## src/rtl/alu_entry_sequencer_if.sv

```systemverilog
// Button and register-bank control bundle for the ALU entry sequencer.
// The board side drives the raw buttons; the sequencer drives the load
// strobes and the stage indicators.
interface alu_entry_sequencer_if;
  logic       BTNC;
  logic       BTNL;
  logic       load_op1;
  logic       load_op2;
  logic       load_opcode;
  logic       result_valid;
  logic [1:0] stage;
  logic [3:0] stage_led;

  modport master (
    output BTNC, BTNL,
    input  load_op1, load_op2, load_opcode, result_valid, stage, stage_led
  );

  modport slave (
    input  BTNC, BTNL,
    output load_op1, load_op2, load_opcode, result_valid, stage, stage_led
  );
endinterface

```

## src/rtl/alu_entry_sequencer.sv

```systemverilog
// Guided operand/opcode entry controller: turns the Enter (BTNC) and Back
// (BTNL) buttons into a walk through OP1 -> OP2 -> OPCODE -> RESULT,
// firing a one-cycle load strobe into the register bank on each forward
// step out of an entry stage.
// DEBOUNCE_CYCLES and SYNC_STAGES must both be at least 2.
module alu_entry_sequencer #(
  parameter int DEBOUNCE_CYCLES = 1000000,
  parameter int SYNC_STAGES     = 2
) (
  input logic                   CLK100MHZ,
  input logic                   CPU_RESETN,
  alu_entry_sequencer_if.slave  btn_bus
);

  localparam int CNT_W = $clog2(DEBOUNCE_CYCLES);
  localparam logic [CNT_W-1:0] CNT_MAX = CNT_W'(DEBOUNCE_CYCLES - 1);

  typedef enum logic [1:0] {
    ST_OP1    = 2'd0,
    ST_OP2    = 2'd1,
    ST_OPCODE = 2'd2,
    ST_RESULT = 2'd3
  } stage_t;

  // Index 0 is the Enter button, index 1 is the Back button.
  logic [1:0]             raw_btn;
  logic [SYNC_STAGES-1:0] sync_q [2];
  logic [CNT_W-1:0]       cnt_q  [2];
  logic [1:0]             stable_q;
  logic [1:0]             stable_d_q;
  logic [1:0]             press_q;
  logic                   enter_p;
  logic                   back_p;

  stage_t                 stage_q;
  stage_t                 stage_n;
  logic [2:0]             load_q;
  logic [2:0]             load_n;

  assign raw_btn = {btn_bus.BTNL, btn_bus.BTNC};
  assign enter_p = press_q[0];
  assign back_p  = press_q[1];

  // Bring both raw buttons into the clock domain through a flop chain.
  always_ff @(posedge CLK100MHZ or negedge CPU_RESETN) begin
    if (!CPU_RESETN) begin
      for (int i = 0; i < 2; i++) sync_q[i] <= '0;
    end else begin
      for (int i = 0; i < 2; i++)
        sync_q[i] <= {sync_q[i][SYNC_STAGES-2:0], raw_btn[i]};
    end
  end

  // Flip the stable level only after the synchronized level has disagreed
  // with it for DEBOUNCE_CYCLES consecutive cycles; any agreement restarts.
  always_ff @(posedge CLK100MHZ or negedge CPU_RESETN) begin
    if (!CPU_RESETN) begin
      for (int i = 0; i < 2; i++) cnt_q[i] <= '0;
      stable_q <= '0;
    end else begin
      for (int i = 0; i < 2; i++) begin
        if (sync_q[i][SYNC_STAGES-1] != stable_q[i]) begin
          if (cnt_q[i] == CNT_MAX) begin
            stable_q[i] <= ~stable_q[i];
            cnt_q[i]    <= '0;
          end else begin
            cnt_q[i] <= cnt_q[i] + CNT_W'(1);
          end
        end else begin
          cnt_q[i] <= '0;
        end
      end
    end
  end

  // One-cycle press pulse on each rising edge of the debounced level.
  always_ff @(posedge CLK100MHZ or negedge CPU_RESETN) begin
    if (!CPU_RESETN) begin
      stable_d_q <= '0;
      press_q    <= '0;
    end else begin
      stable_d_q <= stable_q;
      press_q    <= stable_q & ~stable_d_q;
    end
  end

  // Stage register; strobes are registered alongside so they carry no
  // combinational path back to the buttons.
  always_ff @(posedge CLK100MHZ or negedge CPU_RESETN) begin
    if (!CPU_RESETN) begin
      stage_q <= ST_OP1;
      load_q  <= '0;
    end else begin
      stage_q <= stage_n;
      load_q  <= load_n;
    end
  end

  // Next stage and strobe selection; Enter wins when both pulses coincide.
  always_comb begin
    stage_n = stage_q;
    load_n  = '0;
    if (enter_p) begin
      case (stage_q)
        ST_OP1:    begin stage_n = ST_OP2;    load_n = 3'b001; end
        ST_OP2:    begin stage_n = ST_OPCODE; load_n = 3'b010; end
        ST_OPCODE: begin stage_n = ST_RESULT; load_n = 3'b100; end
        default:   begin stage_n = ST_OP1; end
      endcase
    end else if (back_p) begin
      case (stage_q)
        ST_OP2:    stage_n = ST_OP1;
        ST_OPCODE: stage_n = ST_OP2;
        ST_RESULT: stage_n = ST_OPCODE;
        default:   stage_n = ST_OP1;
      endcase
    end
  end

  // Outputs decoded purely from registered state.
  always_comb begin
    btn_bus.load_op1     = load_q[0];
    btn_bus.load_op2     = load_q[1];
    btn_bus.load_opcode  = load_q[2];
    btn_bus.stage        = stage_q;
    btn_bus.result_valid = (stage_q == ST_RESULT);
    btn_bus.stage_led    = 4'b0001 << stage_q;
  end

endmodule

```

## src/flat_wrapper.sv

```systemverilog
// flat-port wrapper written by rule: the top's interface ports become plain ports
module alu_entry_sequencer_flat 
#(
  parameter int DEBOUNCE_CYCLES = 1000000,
  parameter int SYNC_STAGES     = 2
)
  (CLK100MHZ, CPU_RESETN, btn_bus_BTNC, btn_bus_BTNL, btn_bus_load_op1, btn_bus_load_op2, btn_bus_load_opcode, btn_bus_result_valid, btn_bus_stage, btn_bus_stage_led);
  alu_entry_sequencer_if btn_bus_i ();
  input logic CLK100MHZ;
  input logic CPU_RESETN;
  input wire logic [$bits(btn_bus_i.BTNC)-1:0] btn_bus_BTNC;
  input wire logic [$bits(btn_bus_i.BTNL)-1:0] btn_bus_BTNL;
  output wire logic [$bits(btn_bus_i.load_op1)-1:0] btn_bus_load_op1;
  output wire logic [$bits(btn_bus_i.load_op2)-1:0] btn_bus_load_op2;
  output wire logic [$bits(btn_bus_i.load_opcode)-1:0] btn_bus_load_opcode;
  output wire logic [$bits(btn_bus_i.result_valid)-1:0] btn_bus_result_valid;
  output wire logic [$bits(btn_bus_i.stage)-1:0] btn_bus_stage;
  output wire logic [$bits(btn_bus_i.stage_led)-1:0] btn_bus_stage_led;
  assign btn_bus_i.BTNC = btn_bus_BTNC;
  assign btn_bus_i.BTNL = btn_bus_BTNL;
  assign btn_bus_load_op1 = btn_bus_i.load_op1;
  assign btn_bus_load_op2 = btn_bus_i.load_op2;
  assign btn_bus_load_opcode = btn_bus_i.load_opcode;
  assign btn_bus_result_valid = btn_bus_i.result_valid;
  assign btn_bus_stage = btn_bus_i.stage;
  assign btn_bus_stage_led = btn_bus_i.stage_led;
  alu_entry_sequencer #(.DEBOUNCE_CYCLES(DEBOUNCE_CYCLES), .SYNC_STAGES(SYNC_STAGES)) u_core (.CLK100MHZ(CLK100MHZ), .CPU_RESETN(CPU_RESETN), .btn_bus(btn_bus_i));
endmodule
```

## config.mk

```make
export PLATFORM = sky130hd
export DESIGN_NAME = alu_entry_sequencer_flat
export DESIGN_NICKNAME = d
export VERILOG_FILES = /design/src/rtl/alu_entry_sequencer_if.sv /design/src/rtl/alu_entry_sequencer.sv /design/src/flat_wrapper.sv
export SDC_FILE = /design/constraint.sdc
export NUM_CORES = 1
export LEC_CHECK = 0
export BUFFER_PORTS_ARGS = -buffer_cell sky130_fd_sc_hd__buf_2
export CAP_MARGIN = 5
export CORE_MARGIN = 8
export CORE_UTILIZATION = 50
export DETAILED_ROUTE_END_ITERATION = 6
export PLACE_DENSITY = 0.74
export RECOVER_POWER = 50
export REMOVE_ABC_BUFFERS = 1
export SYNTH_ARGS = -nofsm -noshare
export SYNTH_HDL_FRONTEND = slang
export SYNTH_SLANG_ARGS = --single-unit
```

## constraint.sdc

```tcl
create_clock -name CLK100MHZ -period 2.8 [get_ports CLK100MHZ]
set_input_delay 0.42 -clock CLK100MHZ [delete_from_list [all_inputs] [get_ports CLK100MHZ]]
set_output_delay 0.42 -clock CLK100MHZ [all_outputs]
set_load 0.05 [all_outputs]
```

==> results.md <==
* CTS H-tree depth at 2
* Clock Sinks at 55
* Final HPWL DP at 3.06 mm
* Grt total ovfl at 0
* Sequential cell area fraction in the yosys report at 53.5%
* Resized Gates After CTS at 0
* Met3 Use GR at 2.91%
* Yosys cell types at 37
* Cts hold-fix bufs at 0
* Total wire length at 4.32 mm
* Final min period at 2150 ps
* Chip Width at 87.7 um
* Clk network pwr share at 35.1%
* Syn Area/Cell at 10.5 um2
* First-pass GRT wire length at 7.57 mm
* Setup Buffers After CTS at 0
* Pre-antenna DRT Iters at 4
* TritonCTS clock tree: done
* Syn-to-layout area delta at 9.00%
* Row count at 26
* All-Layer GR Usage at 12.3%
* Switch Pwr at 277 uW
* P_leak at 1.22 nW
* Via/cell ratio at 5.43
* Maximum number of pins on one net before global-route repair at 25
* Met1 Use GR at 16.6%
* R2R Setup Slk at 650 ps
* Placer Congestion at 0.820
* Fin area at 2800 um2
* Grt peak-use layer: met2
* # DRC at 0
* Initial antenna violation count at 0
* Largest family of logic cells by synthesized area: simple AND/OR/NAND/NOR gates
* Worst skew pair latency at 300 ps
* Internal power at 1.04 mW
* DRT iter0 DRCs at 95
* Yosys warns at 0
* Worst rel slew slack at 17.6%
* CP Max Fanout at 19
* Worst Slack Setup Final at 645 ps
* Ant. Diodes at 0
* Core area at 5040 um2
* Pwr/cell area at 470 nW/um2
* CP Launch Type: flop
* Post-synth EDFFs at 0
* Initial cell density of the core at 51.0%
* Pre-CTS WS at 646 ps
* Filler Cells Inserted at 441
* Root buffer cell: clkbuf_8
* Vias in the first global route at 1712
* Post-synthesis mux area share at 1.26%
* Clock buffer depth at 2
* Synthesized area at 2570 um2
* Post-placement cell area at 2710 um2
* Port Buf Inserts at 13
* Max Cap Viol at 0
* Layout Nets at 273
* Post-Synth Simple-Gate Area at 23.0%
* VDD IR max at 0.000259 V
* Top FF cell, synth: dfrtp_1
* Fraction of the mapped netlist area in adder cells at 3.89%
* Full die area at 7700 um2
* Setup violations, final at 0
* Critical Path RT at 2970 ps
* Least-Margin Pin Slew at 1240 ps
* Fin. Hold Viols at 0
* Flop pwr share at 61.6%
* Type of the worst min-delay path: input port to async pin
* # IOs at 14
* Outcome: completed
* Fin Setup TNS at 0 ps
* Count of mapped cells out of synthesis at 245
* Fin crit share at 77.0%
* Switching part of the total at 21.0%
* Max Slew Vio Count at 0
* Clk_skew at 4.65 ps
* Post-Synth XOR/XNOR Area at 8.51%
* Flops & latches, synth at 55
* WS Path Type: flop to flop
* Number of routed nets with antenna violations at 0
* FMAX at 464 MHz
* Fin util at 55.6%
* Asr flop ratio synth at 100%
* Post-synthesis compound-gate area fraction at 7.25%
* Proportion of layout cells with a drive suffix above 1 at 10.7%
* Worst-path clk slew at 90 ps
* Total CTS buffers at 5
* Logic pwr share at 3.3%
* Routed WL per cell at 13.0 um
* Unrepaired setup endpoints after global routing: no
* Die Ht at 87.7 um
* Vias after detailed routing at 1802
* Crit. End Element: flop
* Crit path arrival time at 2320 ps
* M2 GR Usage at 18.7%
final cells by class:
class                      count  area (um2)  area share, %
timing repair buffer          16        78.8           2.81
multi-input combinational    176        1130           40.5
clock buffer                   8         100           3.57
sequential                    55        1380           49.1
tap                           70        87.6           3.12
inverter                       7        26.3          0.937
flip-flops by register name, summed over array words and instances, names as in the netlist:
register / cells
u_core.stable_q: 2
u_core.press_q: 2
u_core.load_q: 3
u_core.cnt_q: 40
u_core.btn_bus.stage: 2
u_core.stable_d_q: 2
u_core.sync_q: 4
stage by stage:
stage               hold slack (ps)  total power, mW  cells
detailed placement              336            0.875    324
floorplan                       124            0.846    238
global placement                333            0.873    324
finish                          213             1.32    332
CTS                            31.5             1.34    332
global route                    204             1.38    332
worst paths after layout:
| path | cells after the start | startpoint | to |
|---|---|---|---|
| max in group asynchronous | 2 | CPU_RESETN | u_core.sync_q[2]$_DFF_PN0_ |
| worst min-delay path | 1 | CPU_RESETN | u_core.stable_q[1]$_DFFE_PN0P_ |
| worst max register to register | 4 | u_core.cnt_q[6]$_DFF_PN0_ | u_core.cnt_q[6]$_DFF_PN0_ |
| worst max-delay path | 4 | u_core.cnt_q[6]$_DFF_PN0_ | u_core.cnt_q[6]$_DFF_PN0_ |
| min in group CLK100MHZ | 1 | btn_bus_BTNL | u_core.sync_q[0]$_DFF_PN0_ |
| worst min register to register | 0 | u_core.sync_q[2]$_DFF_PN0_ | u_core.sync_q[3]$_DFF_PN0_ |
worst max-delay path, cell delays in order (launching register included):
cell and delay, ps:
dfrtp_1 430, or4b_1 510, or4_4 540, o21ai_4 430, nor2_1 110
logic make-up (layout without fill, tap and decap cells):
logic type | Yosys count | count (layout)
mux | 3 | 3
flops | 55 | 55
compound gates | 31 | 31
simple gates | 109 | 109
buf+inv | 14 | 31
xor+xnor | 25 | 25
fa+ha+maj | 8 | 8
per-layer routing:
metal	wire [um]	up-vias
met5	0	-
li1	-	895
met1	2160	868
met3	182	5
met2	1910	34
met4	66	0
cell usage after synthesis (2+ instances only):
master    number  share of area (%)
xnor2_1        8                2.7
clkbuf_1       3               0.44
nor2b_1        2               0.49
a21oi_1       14                2.7
or4_1          9                2.6
o21ai_0        8                1.6
o31ai_1        7                2.0
dfrtp_1       55                 54
nor3_1         2               0.39
nand3_1       16                3.1
inv_1          7                1.0
nor2_1        30                4.4
mux2_2         2               0.88
or3_1          6                1.5
and4_1         3                1.0
nor4_1         3               0.73
nand4_1        8                1.9
xor2_1        17                5.8
and3_1         5                1.2
ha_1           8                3.9
nand2_1       12                1.8
and2_1         5                1.2
cell usage in the layout, fill, tap and decap left out, types with 4 or more instances in the layout:
cell type   n
nand3_1    16
nor2_1     30
nand2_1    12
inv_1       7
dfrtp_1    55
a21oi_1    14
o31ai_1     6
clkbuf_8    7
and3_1      5
xor2_1     17
ha_1        8
xnor2_1     8
or3_1       6
buf_2      12
or4_1       9
clkbuf_1    4
nand4_1     8
o21ai_0     8
and2_1      5
power groups by stage:
| stage | Clock [mW] | Sequential [mW] | Combinational, mW |
|---|---|---|---|
| global route | 0.512 | 0.814 | 0.0511 |
| global placement | 0 | 0.827 | 0.0459 |
| CTS | 0.482 | 0.812 | 0.0469 |
| detailed placement | 0 | 0.828 | 0.0469 |
| finish | 0.462 | 0.812 | 0.0433 |
| floorplan | 0 | 0.826 | 0.0196 |
Note: power is estimated with default switching activity, not from simulation.
